## src/rtl/tlb_op_ctrl_pkg.sv

```systemverilog
// Shared CPU constants for the TLB-management sequencer and the MMU lookup path:
// op-codes, sequencer state encodings and EntryHi field positions.
package tlb_op_ctrl_pkg;

    localparam logic [1:0] TLBOP_TLBR  = 2'd0;
    localparam logic [1:0] TLBOP_TLBWI = 2'd1;
    localparam logic [1:0] TLBOP_TLBWR = 2'd2;
    localparam logic [1:0] TLBOP_TLBP  = 2'd3;

    typedef enum logic [2:0] {
        ST_IDLE      = 3'd0,
        ST_TLBR_ADDR = 3'd1,
        ST_TLBR_CAP  = 3'd2,
        ST_WRITE     = 3'd3,
        ST_PROBE     = 3'd4,
        ST_DONE      = 3'd5
    } tlb_state_e;

    localparam int EHI_VPN2_HI = 31;
    localparam int EHI_VPN2_LO = 13;
    localparam int EHI_ASID_HI = 7;
    localparam int EHI_ASID_LO = 0;
    localparam int VPN2_W      = 19;
    localparam int ASID_W      = 8;
    localparam int TLB_HI_W    = VPN2_W + ASID_W;
    localparam int ENTRYLO_W   = 26;

    // The TLB stores {VPN2, ASID}; EntryHi bits [12:8] read back as zero.
    function automatic logic [TLB_HI_W-1:0] ehi_to_tlb(input logic [31:0] ehi);
        return {ehi[EHI_VPN2_HI:EHI_VPN2_LO], ehi[EHI_ASID_HI:EHI_ASID_LO]};
    endfunction

    function automatic logic [31:0] tlb_to_ehi(input logic [TLB_HI_W-1:0] hi);
        return {hi[TLB_HI_W-1:ASID_W], 5'b0_0000, hi[ASID_W-1:0]};
    endfunction

endpackage

```

## src/rtl/tlb_op_ctrl_entry_match.sv

```systemverilog
// Combinational TLB entry comparison: VPN2 must match, and either the entry is
// global (both G bits set) or its ASID matches.
module tlb_entry_match
    import tlb_op_ctrl_pkg::*;
(
    input  logic [TLB_HI_W-1:0] entry_hi,
    input  logic                entry_g0,
    input  logic                entry_g1,
    input  logic [VPN2_W-1:0]   vpn2,
    input  logic [ASID_W-1:0]   asid,
    output logic                hit
);

    logic vpn2_eq_s;
    logic asid_eq_s;
    logic global_s;

    // Field compare and hit combine
    always_comb begin
        vpn2_eq_s = (entry_hi[TLB_HI_W-1:ASID_W] == vpn2);
        asid_eq_s = (entry_hi[ASID_W-1:0] == asid);
        global_s  = entry_g0 & entry_g1;
        hit       = vpn2_eq_s & (global_s | asid_eq_s);
    end

endmodule

```

## src/rtl/tlb_op_ctrl.sv

```systemverilog
// Multi-cycle sequencer for TLBR/TLBWI/TLBWR/TLBP: moves data between the CP0
// snapshot and the TLB array while holding the pipeline through busy_o.
module tlb_op_ctrl
    import tlb_op_ctrl_pkg::*;
#(
    parameter int ENTRIES = 16,
    parameter int IDX_W   = 4
) (
    input  logic                 clk,
    input  logic                 reset,
    input  logic                 op_valid_i,
    input  logic [1:0]           op_code_i,
    output logic                 busy_o,
    output logic                 done_o,
    input  logic [IDX_W-1:0]     cp0_index_i,
    input  logic [IDX_W-1:0]     cp0_random_i,
    input  logic [31:0]          cp0_entryhi_i,
    input  logic [ENTRYLO_W-1:0] cp0_entrylo0_i,
    input  logic [ENTRYLO_W-1:0] cp0_entrylo1_i,
    output logic [IDX_W-1:0]     tlb_addr_o,
    output logic                 tlb_we_o,
    output logic [TLB_HI_W-1:0]  tlb_whi_o,
    output logic [ENTRYLO_W-1:0] tlb_wlo0_o,
    output logic [ENTRYLO_W-1:0] tlb_wlo1_o,
    input  logic [TLB_HI_W-1:0]  tlb_rhi_i,
    input  logic [ENTRYLO_W-1:0] tlb_rlo0_i,
    input  logic [ENTRYLO_W-1:0] tlb_rlo1_i,
    output logic [31:0]          cp0_entryhi_o,
    output logic                 cp0_entryhi_wen_o,
    output logic [ENTRYLO_W-1:0] cp0_entrylo0_o,
    output logic                 cp0_entrylo0_wen_o,
    output logic [ENTRYLO_W-1:0] cp0_entrylo1_o,
    output logic                 cp0_entrylo1_wen_o,
    output logic [IDX_W-1:0]     cp0_index_o,
    output logic                 cp0_index_wen_o,
    output logic                 probe_fail_o
);

    localparam logic [IDX_W:0] CNT_LAST = (IDX_W+1)'(ENTRIES);
    localparam logic [IDX_W:0] CNT_ONE  = (IDX_W+1)'(1'b1);
    localparam logic [IDX_W:0] CNT_ZERO = {(IDX_W+1){1'b0}};

    tlb_state_e           state_r;
    tlb_state_e           state_next_s;
    logic [IDX_W:0]       cnt_r;
    logic [IDX_W:0]       cnt_next_s;
    logic [IDX_W:0]       cnt_m1_s;
    logic [1:0]           op_r;
    logic [TLB_HI_W-1:0]  ehi_r;
    logic [ENTRYLO_W-1:0] lo0_r;
    logic [ENTRYLO_W-1:0] lo1_r;
    logic [IDX_W-1:0]     index_r;
    logic [IDX_W-1:0]     random_r;
    logic                 accept_s;
    logic                 probe_hit_s;
    logic                 tlb_we_s;
    logic                 ehi_wen_s;
    logic                 lo0_wen_s;
    logic                 lo1_wen_s;
    logic                 index_wen_s;
    logic                 done_s;

    assign accept_s = (state_r == ST_IDLE) && op_valid_i;
    assign cnt_m1_s = cnt_r - CNT_ONE;

    tlb_entry_match u_match (
        .entry_hi (tlb_rhi_i),
        .entry_g0 (tlb_rlo0_i[0]),
        .entry_g1 (tlb_rlo1_i[0]),
        .vpn2     (ehi_r[TLB_HI_W-1:ASID_W]),
        .asid     (ehi_r[ASID_W-1:0]),
        .hit      (probe_hit_s)
    );

    // State, probe counter and the request snapshot taken at acceptance
    always_ff @(posedge clk) begin
        if (reset) begin
            state_r  <= ST_IDLE;
            cnt_r    <= CNT_ZERO;
            op_r     <= 2'd0;
            ehi_r    <= {TLB_HI_W{1'b0}};
            lo0_r    <= {ENTRYLO_W{1'b0}};
            lo1_r    <= {ENTRYLO_W{1'b0}};
            index_r  <= {IDX_W{1'b0}};
            random_r <= {IDX_W{1'b0}};
        end else begin
            state_r <= state_next_s;
            cnt_r   <= cnt_next_s;
            if (accept_s) begin
                op_r     <= op_code_i;
                ehi_r    <= ehi_to_tlb(cp0_entryhi_i);
                lo0_r    <= cp0_entrylo0_i;
                lo1_r    <= cp0_entrylo1_i;
                index_r  <= cp0_index_i;
                random_r <= cp0_random_i;
            end
        end
    end

    // Next-state and Moore-style output decode
    always_comb begin
        state_next_s   = state_r;
        cnt_next_s     = cnt_r;
        tlb_addr_o     = {IDX_W{1'b0}};
        tlb_whi_o      = {TLB_HI_W{1'b0}};
        tlb_wlo0_o     = {ENTRYLO_W{1'b0}};
        tlb_wlo1_o     = {ENTRYLO_W{1'b0}};
        cp0_entryhi_o  = 32'h0000_0000;
        cp0_entrylo0_o = {ENTRYLO_W{1'b0}};
        cp0_entrylo1_o = {ENTRYLO_W{1'b0}};
        cp0_index_o    = {IDX_W{1'b0}};
        probe_fail_o   = 1'b0;
        tlb_we_s       = 1'b0;
        ehi_wen_s      = 1'b0;
        lo0_wen_s      = 1'b0;
        lo1_wen_s      = 1'b0;
        index_wen_s    = 1'b0;
        done_s         = 1'b0;
        case (state_r)
            ST_IDLE: begin
                if (op_valid_i) begin
                    cnt_next_s = CNT_ZERO;
                    case (op_code_i)
                        TLBOP_TLBR:               state_next_s = ST_TLBR_ADDR;
                        TLBOP_TLBWI, TLBOP_TLBWR: state_next_s = ST_WRITE;
                        TLBOP_TLBP:               state_next_s = ST_PROBE;
                        default:                  state_next_s = ST_IDLE;
                    endcase
                end else begin
                    state_next_s = ST_IDLE;
                end
            end
            ST_TLBR_ADDR: begin
                tlb_addr_o   = index_r;
                state_next_s = ST_TLBR_CAP;
            end
            ST_TLBR_CAP: begin
                ehi_wen_s      = 1'b1;
                lo0_wen_s      = 1'b1;
                lo1_wen_s      = 1'b1;
                cp0_entryhi_o  = tlb_to_ehi(tlb_rhi_i);
                cp0_entrylo0_o = tlb_rlo0_i;
                cp0_entrylo1_o = tlb_rlo1_i;
                state_next_s   = ST_DONE;
            end
            ST_WRITE: begin
                tlb_we_s     = 1'b1;
                tlb_addr_o   = (op_r == TLBOP_TLBWR) ? random_r : index_r;
                tlb_whi_o    = ehi_r;
                tlb_wlo0_o   = lo0_r;
                tlb_wlo1_o   = lo1_r;
                state_next_s = ST_DONE;
            end
            ST_PROBE: begin
                // Read data lags the address by one cycle, so cnt compares entry cnt-1
                tlb_addr_o = cnt_r[IDX_W-1:0];
                if ((cnt_r != CNT_ZERO) && probe_hit_s) begin
                    index_wen_s  = 1'b1;
                    cp0_index_o  = cnt_m1_s[IDX_W-1:0];
                    probe_fail_o = 1'b0;
                    state_next_s = ST_DONE;
                end else if (cnt_r == CNT_LAST) begin
                    index_wen_s  = 1'b1;
                    cp0_index_o  = index_r;
                    probe_fail_o = 1'b1;
                    state_next_s = ST_DONE;
                end else begin
                    cnt_next_s = cnt_r + CNT_ONE;
                end
            end
            ST_DONE: begin
                done_s       = 1'b1;
                cnt_next_s   = CNT_ZERO;
                state_next_s = ST_IDLE;
            end
            default: begin
                cnt_next_s   = CNT_ZERO;
                state_next_s = ST_IDLE;
            end
        endcase
    end

    // Strobes are suppressed combinationally so a reset cycle never commits anything
    assign tlb_we_o           = tlb_we_s    & ~reset;
    assign cp0_entryhi_wen_o  = ehi_wen_s   & ~reset;
    assign cp0_entrylo0_wen_o = lo0_wen_s   & ~reset;
    assign cp0_entrylo1_wen_o = lo1_wen_s   & ~reset;
    assign cp0_index_wen_o    = index_wen_s & ~reset;
    assign done_o             = done_s      & ~reset;
    assign busy_o             = (state_r != ST_IDLE);

endmodule

```

## config.mk

```make
export PLATFORM = sky130hd
export DESIGN_NAME = tlb_op_ctrl
export DESIGN_NICKNAME = d
export VERILOG_FILES = /design/src/rtl/tlb_op_ctrl_pkg.sv /design/src/rtl/tlb_op_ctrl_entry_match.sv /design/src/rtl/tlb_op_ctrl.sv
export SDC_FILE = /design/constraint.sdc
export NUM_CORES = 1
export LEC_CHECK = 0
export ABC_AREA = 1
export BUFFER_PORTS_ARGS = -buffer_cell sky130_fd_sc_hd__clkbuf_2
export CAP_MARGIN = 0
export CORE_AREA = 2 2 139 141
export CTS_BUF_LIST = sky130_fd_sc_hd__clkbuf_8
export CTS_CLUSTER_SIZE = 28
export DETAILED_ROUTE_END_ITERATION = 12
export DIE_AREA = 0 0 141 143
export SYNTH_ARGS = -nofsm -noshare
export SYNTH_HDL_FRONTEND = slang
export SYNTH_SLANG_ARGS = --single-unit
export TNS_END_PERCENT = 100
```

## constraint.sdc

```tcl
create_clock -name clk -period 2.3 [get_ports clk]
set_clock_uncertainty 0.05 [all_clocks]
set_input_delay 0.345 -clock clk [delete_from_list [all_inputs] [get_ports clk]]
set_output_delay 0.345 -clock clk [all_outputs]
set_load 0.05 [all_outputs]
```

==> qor.txt, run 1 <==
Status: finished, violations left
Failing checks: setup timing
Hold_ws: 0.146 ns
Critical path class: reg2out
Final Critical Period: 2.38 ns
Routed len/inst: 13.4 µm
Cells after synthesis: 847
Gr ovfl total: 0
Initial Utilization: 28.5%
Most common cell after layout, fill and taps aside: clkbuf_2
Syn_area_per_cell: 6.26 µm²
Setup violators final: 6
Worst reg-to-reg setup slack: 0.35 ns
Port buffer count: 344
Post-synthesis async set-or-reset flop share: 0%
Dpl hpwl: 15.1 mm
Global-route wire length before repair: 28.4 mm
CP arrival: 1.99 ns
Core area: 18600 µm²
Largest net degree at the start of global routing: 81
Pleak: 4.22 nW
I/O pins: 355
Flop pwr share: 36.4%
Critical path's largest stage delay: 0.36 ns
CTS Buf Count: 9
Setup WS pre-CTS: 0.0589 ns
Netlist Area Pre-Place: 5300 µm²
Die X: 141 µm
Bufs and invs on worst path: 2
Fin crit share: 104%
Ys Warns: 0
Post-route ant nets: 0
Switching pwr: 2.73 mW
Final WS setup: -0.0835 ns
Min-delay worst type: in2reg
Top cells by area, synth: dfxtp_1, nor2_1, inv_1
Initial antenna violation count: 0
Vias in the first global route: 5586
CP top delay family: simple AND/OR/NAND/NOR gates
Pwr/cell area: 765 nW/µm²
CP startpoint kind: flop
Switching power share of the total: 45.6%
Post-synthesis sequential area ratio: 36.6%
Clock Latency Late Sink: 0.37 ns
Slowest library cell on the worst path: dfxtp_1
Filler Cell Count: 1965
Worst-path cell chain: inv_1 -> nand2_1 -> nand4_1 -> nor2_1 -> nand2_1 -> nand2_1 -> nand3_4 -> o22ai_4 -> buf_8
Crit path required time: 1.90 ns
Crit-path max FO: 5
Clock-pin slew on the worst setup and hold paths: 0.10 ns
Most frequent cells in the layout: clkbuf_2, nor2_1, inv_1
Total global routing track utilization: 18.0%
Via count: 6232
First-pass detailed-route iteration total: 5
RSZ-0062 raised after global routing: yes
P_int: 3.26 mW
Root Buffer: clkbuf_8
MaxCap Viol Count: 0
Setup crit end kind: primary output
Die area: 20200 µm²
Final WL: 19.0 mm
Leading area contributor after synthesis: dfxtp_1
Ant. Diodes: 0
CTS H-tree depth: 3
Synth Flop Type: dfxtp_1
Maximum clock path buffer count: 2
Crit path top cell by count: nand2_1
Gate power share: 46.5%
Fmax: 420 MHz
Clock network power share: 17.0%
Routability cong.: 0.900
Fin. max-slew vios: 0
Area share of the largest cell type after synthesis: 36.6%
CTS tree: built
Num rows: 50
Iteration-0 DRC Markers: 173
DRC Markers: 0
Max VDD drop: 0.000365 V
Layout cell share with drive strength beyond 1: 37.6%
Area grow syn2layout: 48.0%
CTS Sinks: 97
DIE HEIGHT: 143 µm
Via-per-instance ratio: 4.39
NumNets Final: 1361
#FFs+latches synth: 97
Yosys cell types: 33
Final Hold Violating Endpoints: 0
EDFF count, synth: 0
## state kept, by name, indices dropped and copies added (netlist names)
| register | count |
|---|---|
| cnt_r | 5 |
| lo0_r | 26 |
| index_r | 4 |
| random_r | 4 |
| ehi_r | 27 |
| op_r | 2 |
| lo1_r | 26 |
| state_r | 3 |
## power groups by stage
stage                     clock, mW  sequential (mW)  combinational (mW)
after floorplan                   0             2.18                1.96
after global placement            0             2.21                2.69
after detailed placement          0             2.22                2.72
after CTS                      1.08             2.18                2.78
after global routing           1.15             2.22                3.05
final                          1.02             2.19                2.79
## layer usage
layer | global-route usage, % | up-vias | part of all wire (%)
met2 | 30.7 | 250 | 47
met1 | 20.2 | 2700 | 41
met4 | 7.58 | 0 | 3.2
met3 | 6.81 | 32 | 9.3
li1 | - | 3250 | -
met5 | 0 | - | 0
## cells by family (layout without fill, tap and decap cells)
| group | after synthesis | in the layout | synth area share, % |
|---|---|---|---|
| AND/OR/NAND/NOR | 310 | 310 | 24.6 |
| XOR/XNOR | 4 | 4 | 0.661 |
| adder cells (fa/ha/maj) | 5 | 5 | 1.18 |
| other | 1 | 5 | 0.0708 |
| buffers and inverters | 238 | 571 | 17.9 |
| flip-flops | 97 | 97 | 36.6 |
| AO/OA/AOI/OAI | 192 | 192 | 18.9 |
## worst register-to-register path, delay by kind of cell (launching register included)
| kind | cells | cell delay, ns |
|---|---|---|
| flip-flops | 1 | 0.36 |
| buffers and inverters | 4 | 0.44 |
| AND/OR/NAND/NOR | 9 | 0.98 |
## stage by stage
stage | instance area [µm²] | utilization (%) | power (mW) | cells | TNS (ns)
6_report | 7840 | 42.2 | 6.00 | 1418 | -0.429
5_1_grt | 7840 | 42.2 | 6.41 | 1418 | -1.26
4_1_cts | 7750 | 41.7 | 6.04 | 1417 | -0.627
3_5_place_dp | 7410 | 39.9 | 4.93 | 1399 | 0
3_3_place_gp | 7410 | 39.9 | 4.90 | 1399 | 0
2_1_floorplan | 5330 | - | 4.14 | 851 | -0.304
## layout make-up
type / instances / area, µm² / area share (%)
sequential: 97 / 1950 / 24.9
clock inverter: 6 / 43.8 / 0.558
clock buffer: 9 / 124 / 1.58
multi-input combinational: 516 / 2560 / 32.6
timing repair buffer: 372 / 2170 / 27.7
inverter: 184 / 701 / 8.93
tap: 234 / 293 / 3.73
## cell usage after synthesis (2+ instances only)
library cell,instances
nor2_1,186
inv_1,163
dfxtp_1,97
a21oi_1,87
nand2_1,85
o21ai_1,71
clkbuf_1,24
buf_2,22
o21ai_0,19
inv_2,17
nand4_1,16
buf_4,8
nand3_1,8
ha_1,5
clkinv_1,4
o211ai_1,4
o221ai_1,4
o22ai_1,4
nor2_2,3
nor2_4,3
xnor2_1,3
nand2_2,2
nand3_4,2
## worst paths after layout
| kind | to | start | depth (start not counted) |
|---|---|---|---|
| min reg2reg | lo0_r[10] | lo0_r[10] | 2 |
| max reg2reg | cnt_r[0] | ehi_r[2] | 13 |
| min | random_r[0] | cp0_random_i[0] | 3 |
| max | cp0_index_o[3] | ehi_r[2] | 9 |
## what timing repair did
item / CTS / global route
gates resized for setup: 42 / 73
pin swaps: 8 / 5
hold buffers: 0 / 0
setup endpoints to repair: 78 / 74
buffers inserted: 3 / 1
(Power assumes the default switching activity.)
==> run 2: changes to the inputs <==
--- a/config.mk
+++ b/config.mk
@@ -13,6 +13,7 @@
 export CTS_CLUSTER_SIZE = 28
 export DETAILED_ROUTE_END_ITERATION = 12
 export DIE_AREA = 0 0 141 143
+export HOLD_SLACK_MARGIN = 0.15
 export SYNTH_ARGS = -nofsm -noshare
 export SYNTH_HDL_FRONTEND = slang
 export SYNTH_SLANG_ARGS = --single-unit
==> qor.txt, run 2 (synthesis gave the netlist of run 1 again) <==
Post-route ant nets: 0 (unchanged)
Iteration-0 DRC Markers: 179 (+3.5%)
Most frequent cells in the layout: clkbuf_2, nor2_1, inv_1
MaxCap Viol Count: 0 (unchanged)
Pwr/cell area: 762 nW/µm² (-0.38%)
Total global routing track utilization: 18.0% (+0.050 points)
Min-delay worst type: in2reg
Fin cells: 1422 (+0.28%)
CP top delay family: simple AND/OR/NAND/NOR gates
Crit-path max FO: 5 (unchanged)
Port buffer count: 344 (unchanged)
Filler Cell Count: 1962 (-0.15%)
NumNets Final: 1365 (+0.29%)
DIE HEIGHT: 143 µm (unchanged)
Clock Latency Late Sink: 0.37 ns (about the same)
Fin. max-slew vios: 0 (unchanged)
P_int: 3.27 mW (+0.13%)
Die X: 141 µm (unchanged)
Most common cell after layout, fill and taps aside: clkbuf_2
Switching pwr: 2.73 mW (about the same)
Max VDD drop: 0.000365 V (about the same)
Worst-path cell chain: inv_1 -> nand2_1 -> nand4_1 -> nor2_1 -> nand2_1 -> nand2_1 -> nand3_4 -> o22ai_4 -> buf_8
Status: finished, violations left
Failing checks: setup timing
Final Hold Violating Endpoints: 0 (unchanged)
Top Registers: ehi_r (27), lo0_r (26), lo1_r (26)
CTS Sinks: 97 (unchanged)
Bufs and invs on worst path: 2 (unchanged)
Critical path depth in cells: 9 (unchanged)
Largest net degree at the start of global routing: 81 (unchanged)
Max reg flops: 27 (unchanged)
Setup violators final: 6 (unchanged)
Largest reg by FF count: ehi_r
Area grow syn2layout: 48.7%
Switching power share of the total: 45.6% (about the same)
Flop pwr share: 36.4% (about the same)
Critical path class: reg2out
Clock-pin slew on the worst setup and hold paths: 0.10 ns (about the same)
Fmax: 421 MHz (+0.33%)
Hold_ws: 0.177 ns (+0.0306 ns)
Gr ovfl total: 0 (unchanged)
Clock network power share: 17.0% (about the same)
Setup crit end kind: primary output
Global-route wire length before repair: 28.5 mm (+0.34%)
Crit path top cell by count: nand2_1
Initial antenna violation count: 0 (unchanged)
Layout cell share with drive strength beyond 1: 37.5% (-0.13 points)
Fin crit share: 103% (-0.34 points)
Vias in the first global route: 5631 (+0.81%)
Final Critical Period: 2.38 ns (-0.00780 ns)
Initial Utilization: 28.5% (unchanged)
CTS H-tree depth: 3 (unchanged)
Pleak: 4.24 nW (+0.39%)
CP arrival: 1.98 ns (about the same)
Crit path required time: 1.90 ns (about the same)
CTS tree: built
CP startpoint kind: flop
Critical path's largest stage delay: 0.34 ns (-0.02 ns)
I/O pins: 355 (unchanged)
RSZ-0062 raised after global routing: yes
Routability cong.: 0.900 (unchanged)
DRC Markers: 0 (unchanged)
Num rows: 50 (unchanged)
Worst Hold Depth: 3 (unchanged)
Die area: 20200 µm² (unchanged)
Final WS setup: -0.0757 ns (+0.00780 ns)
Dpl hpwl: 15.1 mm (unchanged)
Placed cells: 1399 (unchanged)
Ant. Diodes: 0 (unchanged)
Gate power share: 46.6% (about the same)
Slowest library cell on the worst path: dfxtp_1
CTS Buf Count: 9 (unchanged)
Maximum clock path buffer count: 2 (unchanged)
First-pass detailed-route iteration total: 4 (-1)
Final WL: 19.1 mm (+0.48%)
Routed len/inst: 13.4 µm (+0.20%)
Via-per-instance ratio: 4.41 (+0.31%)
Reg2Reg Depth: 13 (unchanged)
Core area: 18600 µm² (unchanged)
Via count: 6269 (+0.59%)
Root Buffer: clkbuf_8
-- run 2: routing by layer --
metal	vias to the layer above	share of wire [%]	global-route usage (%)
met2	261	47	30.9
li1	3260	-	-
met3	32	9.5	6.77
met1	2716	41	20.2
met5	-	0	0
met4	0	3.2	7.58
-- run 2: stage by stage --
step / TNS (ns) / setup WS [ns] / total power [mW] / util [%] / cell area, µm²
3_5_place_dp: 0 / 0.0589 / 4.93 / 39.9 / 7410
5_1_grt: -1.26 / -0.215 / 6.42 / 42.4 / 7880
4_1_cts: -0.627 / -0.134 / 6.05 / 41.9 / 7790
6_report: -0.397 / -0.0757 / 6.00 / 42.4 / 7880
3_3_place_gp: 0 / 0.104 / 4.90 / 39.9 / 7410
2_1_floorplan: -0.304 / -0.0775 / 4.14 / - / 5330
-- run 2: area by class of cell --
type | count | area (µm²) | area share (%)
multi-input cells | 516 | 2560 | 32.4
repair buffers | 376 | 2210 | 28.1
flip-flops and latches | 97 | 1950 | 24.8
inverters | 184 | 701 | 8.89
well taps | 234 | 293 | 3.72
clock buffers | 9 | 124 | 1.57
clock inverters | 6 | 43.8 | 0.556
-- run 2: power by group through the flow --
stage / combinational [mW] / sequential, mW / clock (mW)
6_report: 2.80 / 2.19 / 1.02
5_1_grt: 3.05 / 2.22 / 1.15
4_1_cts: 2.79 / 2.18 / 1.08
3_5_place_dp: 2.72 / 2.22 / 0
3_3_place_gp: 2.69 / 2.21 / 0
2_1_floorplan: 1.96 / 2.18 / 0
-- run 2: worst reg2reg max path, cell delays in order (launching register included) --
cell      delay (ns)
dfxtp_1         0.34
inv_1           0.07
nand2_1         0.07
nand4_1         0.11
nor2_1          0.12
nand2_1         0.17
nand2_1         0.18
nand3_4         0.16
buf_4           0.18
buf_4           0.14
nand3_4         0.08
nand2_1         0.07
clkinv_1        0.04
nor2_1          0.04
-- run 2: final timing paths --
path	startpoint	end	slack [ns]
setup / recovery	ehi_r[3]	cp0_index_o[3]	-0.08
hold / removal	cp0_random_i[1]	random_r[1]	0.18
setup reg to reg	ehi_r[3]	cnt_r[0]	0.36
hold reg to reg	lo0_r[10]	lo0_r[10]	0.41
-- run 2: timing repair --
item / in CTS / in global routing
hold endpoints to repair: 4 / 0
buffers inserted: 3 / 1
pin swaps: 8 / 5
resized for setup: 42 / 71
setup endpoints to repair: 78 / 74
cloned: 0 / 0
hold buffers: 4 / 0
